--- config.mk ---
export PLATFORM = sky130hd
export DESIGN_NAME = morse_char_controller
export DESIGN_NICKNAME = d
export VERILOG_FILES = /design/src/rtl/morse_pkg.sv /design/src/rtl/morse_symbol_accum.sv /design/src/rtl/morse_char_controller.sv
export SDC_FILE = /design/constraint.sdc
export NUM_CORES = 1
export LEC_CHECK = 0
export ABC_AREA = 1
export BUFFER_PORTS_ARGS = -buffer_cell sky130_fd_sc_hd__buf_2
export CORE_MARGIN = 2
export CORE_UTILIZATION = 59
export DETAILED_ROUTE_END_ITERATION = 10
export PLACE_DENSITY = 0.82
export SETUP_SLACK_MARGIN = 0.15
export SYNTH_ARGS = -nofsm -noshare
export SYNTH_HDL_FRONTEND = slang
export SYNTH_SLANG_ARGS = --single-unit
export TNS_END_PERCENT = 100
--- constraint.sdc ---
create_clock -name clk -period 2.5 [get_ports clk]
set_input_delay 0.125 -clock clk [delete_from_list [all_inputs] [get_ports clk]]
set_output_delay 0.125 -clock clk [all_outputs]
set_load 0.03 [all_outputs]
--- src/rtl/morse_pkg.sv ---
// -----------------------------------------------------------------------------
// morse_pkg
// Shared definitions for the Morse character sequencing path.
//   SYM_W_DEF / CNT_W_DEF : default symbol width and element-count width
//   acc_state_t           : accumulator state (idle / collecting elements)
//   morse_char_t          : packed character record handed to the lookup stage
// -----------------------------------------------------------------------------
package morse_pkg;

  localparam int SYM_W_DEF = 5;
  localparam int CNT_W_DEF = 3;

  typedef enum logic {
    ACC_IDLE    = 1'b0,
    ACC_COLLECT = 1'b1
  } acc_state_t;

  typedef struct packed {
    logic                 space;
    logic                 error;
    logic [CNT_W_DEF-1:0] len;
    logic [SYM_W_DEF-1:0] symbol;
  } morse_char_t;

endpackage

--- src/rtl/morse_symbol_accum.sv ---
// -----------------------------------------------------------------------------
// morse_symbol_accum
// Collects dot/dash elements into an indexed symbol code with a length counter
// and a sticky overflow flag. The outputs are the "next" view: the accumulator
// contents with this cycle's element already applied, so a gap arriving in the
// same cycle as an element can emit a character that includes it.
//   clk, rst_n   : clock, asynchronous active-low reset
//   i_clr        : empty the accumulator at the end of this cycle
//   i_elem       : a valid element (dot or dash) this cycle
//   i_dash       : element value (1 = dash, 0 = dot)
//   o_sym_nxt    : symbol code including this cycle's element
//   o_len_nxt    : element count including this cycle's element (saturates)
//   o_ovf_nxt    : overflow flag including this cycle's element
// -----------------------------------------------------------------------------
module morse_symbol_accum #(
  parameter int SYM_W = 5,
  parameter int CNT_W = 3
) (
  input  logic             clk,
  input  logic             rst_n,
  input  logic             i_clr,
  input  logic             i_elem,
  input  logic             i_dash,
  output logic [SYM_W-1:0] o_sym_nxt,
  output logic [CNT_W-1:0] o_len_nxt,
  output logic             o_ovf_nxt
);

  logic [SYM_W-1:0] r_sym;
  logic [CNT_W-1:0] r_len;
  logic             r_ovf;

  logic [SYM_W-1:0] w_sym_nxt;
  logic [CNT_W-1:0] w_len_nxt;
  logic             w_ovf_nxt;

  always_comb begin
    w_sym_nxt = r_sym;
    w_len_nxt = r_len;
    w_ovf_nxt = r_ovf;
    if (i_elem) begin
      if (r_len < CNT_W'(SYM_W)) begin
        for (int i = 0; i < SYM_W; i++) begin
          if (r_len == CNT_W'(i)) w_sym_nxt[i] = i_dash;
        end
        w_len_nxt = r_len + CNT_W'(1);
      end else begin
        // Full: the extra element is dropped, only its existence is recorded.
        w_ovf_nxt = 1'b1;
      end
    end
  end

  always_ff @(posedge clk or negedge rst_n) begin
    if (!rst_n) begin
      r_sym <= '0;
      r_len <= '0;
      r_ovf <= 1'b0;
    end else if (i_clr) begin
      r_sym <= '0;
      r_len <= '0;
      r_ovf <= 1'b0;
    end else begin
      r_sym <= w_sym_nxt;
      r_len <= w_len_nxt;
      r_ovf <= w_ovf_nxt;
    end
  end

  assign o_sym_nxt = w_sym_nxt;
  assign o_len_nxt = w_len_nxt;
  assign o_ovf_nxt = w_ovf_nxt;

endmodule

--- src/rtl/morse_char_controller.sv ---
// -----------------------------------------------------------------------------
// morse_char_controller
// Turns decoder element/gap pulses into whole characters presented once on a
// valid/ready output with space and error flags.
//   clk, reset_n        : clock, asynchronous active-low reset
//   dot, dash           : single-cycle element pulses (both high = ignored)
//   lg, wg              : letter-gap / word-gap pulses (both high = word gap)
//   char_ready          : consumer accepts the presented character
//   char_valid          : a character is presented
//   char_symbol         : element code, bit i = element i (1 = dash)
//   char_len            : number of elements
//   char_space          : character followed by a word space
//   char_error          : more than SYM_W elements were keyed
//   busy                : accumulator non-empty or a character is presented
//   dropped             : pulse, a character was lost to an occupied output
// -----------------------------------------------------------------------------
module morse_char_controller
  import morse_pkg::*;
#(
  parameter int SYM_W = SYM_W_DEF,
  parameter int CNT_W = CNT_W_DEF
) (
  input  logic             clk,
  input  logic             reset_n,
  input  logic             dot,
  input  logic             dash,
  input  logic             lg,
  input  logic             wg,
  input  logic             char_ready,
  output logic             char_valid,
  output logic [SYM_W-1:0] char_symbol,
  output logic [CNT_W-1:0] char_len,
  output logic             char_space,
  output logic             char_error,
  output logic             busy,
  output logic             dropped
);

  acc_state_t       r_state;
  acc_state_t       w_state_nxt;
  logic             r_last_space;
  logic             w_last_space_nxt;

  logic             w_elem;
  logic             w_emit;
  logic             w_emit_space;
  logic             w_clr;
  logic             w_slot_free;

  logic [SYM_W-1:0] w_sym_nxt;
  logic [CNT_W-1:0] w_len_nxt;
  logic             w_ovf_nxt;

  assign w_elem = dot ^ dash;

  morse_symbol_accum #(
    .SYM_W (SYM_W),
    .CNT_W (CNT_W)
  ) u_accum (
    .clk       (clk),
    .rst_n     (reset_n),
    .i_clr     (w_clr),
    .i_elem    (w_elem),
    .i_dash    (dash),
    .o_sym_nxt (w_sym_nxt),
    .o_len_nxt (w_len_nxt),
    .o_ovf_nxt (w_ovf_nxt)
  );

  always_ff @(posedge clk or negedge reset_n) begin
    if (!reset_n) begin
      r_state      <= ACC_IDLE;
      r_last_space <= 1'b0;
    end else begin
      r_state      <= w_state_nxt;
      r_last_space <= w_last_space_nxt;
    end
  end

  // wg is tested before lg so that both together behave as a word gap.
  always_comb begin
    w_state_nxt      = r_state;
    w_last_space_nxt = r_last_space;
    w_emit           = 1'b0;
    w_emit_space     = 1'b0;
    w_clr            = 1'b0;
    if (w_elem) w_last_space_nxt = 1'b0;
    case (r_state)
      ACC_IDLE: begin
        if (wg) begin
          // Only one space token per run of word gaps, unless an element
          // arrived alongside the gap and makes a real character.
          if (w_elem || !r_last_space) begin
            w_emit       = 1'b1;
            w_emit_space = 1'b1;
            w_clr        = 1'b1;
          end
          w_last_space_nxt = 1'b1;
        end else if (lg && w_elem) begin
          w_emit = 1'b1;
          w_clr  = 1'b1;
        end else if (w_elem) begin
          w_state_nxt = ACC_COLLECT;
        end
      end
      ACC_COLLECT: begin
        if (wg) begin
          w_emit           = 1'b1;
          w_emit_space     = 1'b1;
          w_clr            = 1'b1;
          w_last_space_nxt = 1'b1;
          w_state_nxt      = ACC_IDLE;
        end else if (lg) begin
          w_emit      = 1'b1;
          w_clr       = 1'b1;
          w_state_nxt = ACC_IDLE;
        end
      end
      default: w_state_nxt = ACC_IDLE;
    endcase
  end

  // The slot can take a new character when empty or being drained this cycle.
  assign w_slot_free = !char_valid || char_ready;

  always_ff @(posedge clk or negedge reset_n) begin
    if (!reset_n) begin
      char_valid  <= 1'b0;
      char_symbol <= '0;
      char_len    <= '0;
      char_space  <= 1'b0;
      char_error  <= 1'b0;
      dropped     <= 1'b0;
    end else begin
      dropped <= 1'b0;
      if (w_emit && w_slot_free) begin
        char_valid  <= 1'b1;
        char_symbol <= w_sym_nxt;
        char_len    <= w_len_nxt;
        char_space  <= w_emit_space;
        char_error  <= w_ovf_nxt;
      end else if (w_emit) begin
        dropped <= 1'b1;
      end else if (char_valid && char_ready) begin
        char_valid <= 1'b0;
      end
    end
  end

  assign busy = (r_state == ACC_COLLECT) || char_valid;

endmodule

==> impl_results.md <==
- Initial core utilization: 0.608
- Clock buffer depth: 2
- Startpoint kind of the worst setup timing path: register
- Hold violation total from the final report: 0
- All-layer global routing usage: 0.237
- Post-Route WL: 2690 um
- Pin count of the biggest net entering global routing: 24
- Most frequent CP cell: sky130_fd_sc_hd__nand2_1
- Residual DRC count: 0
- Overall power: 910 uW
- Post-route clock skew: 0.00205 ns
- Combinational power share: 0.312
- Final design instance area without fill: 1440 sq um
- Library cell used as clock root buffer: sky130_fd_sc_hd__clkbuf_4
- Internal Dissipation: 554 uW
- Count of final setup violators: 0
- Num rows: 17
- P_sw: 355 uW
- Final setup TNS: 0 ns
- Outcome: completed
- TritonCTS clock tree: yes
- Die Height: 51.3 um
- Peak supply drop: 430 uV
- Number of nets in the finished design: 196
- Number of ports placed on the die boundary: 20
- Depth of the CTS H-tree: 1
- Mapped cell area: 1320 sq um
- Power per standard cell area: 632 nW/um^2
- Switching part of the total power: 0.391
- Number of standard cells after synthesis: 163
- Crit Path Category: register to register
- Number of violations of the max-capacitance limit: 0
- Share of the cycle needed by the critical path after routing: 0.614
- Post-Synthesis Net Count: 175
- Area grow syn2layout: 9.11%
- Worst endpoint required time: 2.78 ns
- Final weighted congestion of routability-driven global placement: 0.826
- Critical path endpoint category: register
- Number of global-route vias before repair: 1,051
- Number of distinct standard cells referenced by the synthesized netlist: 22
- Unrepaired setup endpoints after global routing: no
- Clock network power share: 0.203
- Library cell contributing the largest single delay on the critical path: sky130_fd_sc_hd__dfrtp_1
- Minimum hold slack: 0.0913 ns
- Register clock-pin slew on the reported worst setup and hold paths: 0.13 ns
- Estimated wirelength of the detail-placed design: 2010 um
- Width of the die: 51.3 um
- Static leakage power: 0.000820 uW
- Achievable Freq: 652 MHz
- Sequential cell area fraction in the yosys report: 0.436
- Initial antenna violation count: 0
- Wire length of the first global-routing pass: 4530 um
- N_diodes: 0
- Routed wire length per instance: 12.8 um
- YS warnings: 0
- Flip-flop and latch count after synthesis: 23
- IO buf count: 19
- Clock network latency to the later pin of the worst-skew pair: 0.33 ns
- Fraction of final layout cells sized beyond drive strength 1: 0.251
- Chain of cells forming the critical path: inv_1, ha_1, inv_1, nand2_1, nand2_1, nand2_1, nand2_1, nand2_1, nand2_1, nand3_2, nand2_1
- Mean area per synthesized cell: 8.09 sq um
- Cell area after placement: 1400 sq um
- Max-Slew Margin vs Limit: 0.663
- Total count of max-transition violations in the final report: 0
- Sequential share of power: 0.485
- Arrival time reported for the critical path endpoint: 1.82 ns
- First-pass DRT Iterations: 4
- Die area: 2630 sq um
- Per-cell via count in the routed design: 5.30
- Min-Delay Path Class: input pin to register
- Slowest stage delay, CP: 0.49 ns
- Remaining global-route overflow: 0
- Initial detailed-routing violation count: 29
- Total vias in the final route: 1,118
- Core region area: 2170 sq um
- Time the worst path needs with I/O delays and setup: 1.53 ns
- CTS Sinks: 23
- Transition time of the tightest slew-check pin: 0.505 ns
- Number of buffers created by CTS: 3
- Remaining antenna violation count after routing: 0
- Worst Path Max Fanout: 7
- Number of inserted filler cells in the final layout: 203
## cells in the mapped netlist, drive strengths merged
library cell	instances	area share
dfrtp	23	0.44
buf	4	0.036
ha	5	0.047
nand2	83	0.25
inv	14	0.042
o21bai	1	0.0057
o21ai	1	0.0038
or2	1	0.0047
nor2	2	0.0076
nand4	6	0.028
a21oi	9	0.057
nand3	14	0.080
## cell usage in the layout (no fill, tap or decap), drive strengths merged
master,netlist,final
nand2,83,83
dfrtp,23,23
buf,4,19
inv,14,14
nand3,14,14
a21oi,9,9
nand4,6,6
ha,5,5
clkbuf,0,3
nor2,2,2
o21bai,1,1
o21ai,1,1
or2,1,1
clkinv,0,1
dlygate4sd3,0,1
## state kept, by name (all words and copies together) (netlist names), 3 cells and up
signal         flops
char_symbol        5
u_accum.r_len      3
u_accum.r_sym      5
char_len           3
## critical path, delay by kind of cell (launching register included)
kind                     cells  cell delay [ns]
buffers and inverters        2             0.22
adder cells (fa/ha/maj)      1             0.24
flip-flops                   1             0.49
AND/OR/NAND/NOR              8             0.54
## final cells by class
cell class | instances | area, sq um | area share
clock buffer | 3 | 22.5 | 0.0157
clock inverter | 1 | 5.00 | 0.00348
sequential | 23 | 576 | 0.400
timing repair buffer | 20 | 105 | 0.0730
multi-input combinational | 122 | 641 | 0.445
inverter | 14 | 55.1 | 0.0383
tap | 28 | 35.0 | 0.0243
## kinds of logic (layout without fill, tap and decap cells)
group	after synthesis	in the layout	share of synthesized area
and+or+nand+nor	106	106	0.372
DFF	23	23	0.436
buffers and inverters	18	38	0.0778
AOI/OAI and AO/OA	11	11	0.0664
adders and majority gates	5	5	0.0474
## per-stage QoR
step                setup slack [ns]  instances  utilization
global placement                1.06        206        0.646
CTS                            0.971        211        0.663
global route                   0.816        211        0.663
finish                         0.966        211        0.663
detailed placement              1.01        206        0.646
floorplan                       1.19        163            -
## power by group through the flow
| stage | Clock (uW) | Combinational (uW) | Sequential, uW |
|---|---|---|---|
| final | 185 | 284 | 441 |
| after CTS | 187 | 286 | 441 |
| after floorplan | 0 | 164 | 503 |
| after global routing | 198 | 315 | 447 |
| after global placement | 0 | 276 | 446 |
| after detailed placement | 0 | 284 | 447 |
## routing by layer
layer  vias to the layer above  global-route usage  wire length, um
met1                       532               0.300             1180
met2                        23               0.394             1330
met3                         5              0.0439              119
li1                        558                   -                -
met5                         -                   0                0
met4                         0               0.110               54
## timing repair
item | 4_1_cts | 5_1_grt
hold buffers | 1 | 0
setup buffers | 0 | 0
gates resized for setup | 0 | 0
hold endpoints to repair | 23 | 0
endpoints found under the setup margin | 0 | 0
## final timing paths
kind | cells after the start | startpoint | slack, ns | to
worst max-delay path | 11 | u_accum.r_len[2] | 0.97 | char_symbol[3]
worst min-delay path | 3 | wg | 0.09 | r_last_space
worst max register to register | 11 | u_accum.r_len[2] | 0.97 | char_symbol[3]
worst min register to register | 2 | char_len[2] | 0.48 | char_len[2]
max in group asynchronous | 2 | reset_n | 1.89 | u_accum.r_sym[0]
min in group asynchronous | 2 | reset_n | 0.27 | u_accum.r_len[0]
Power figures use the tool's default switching activity.
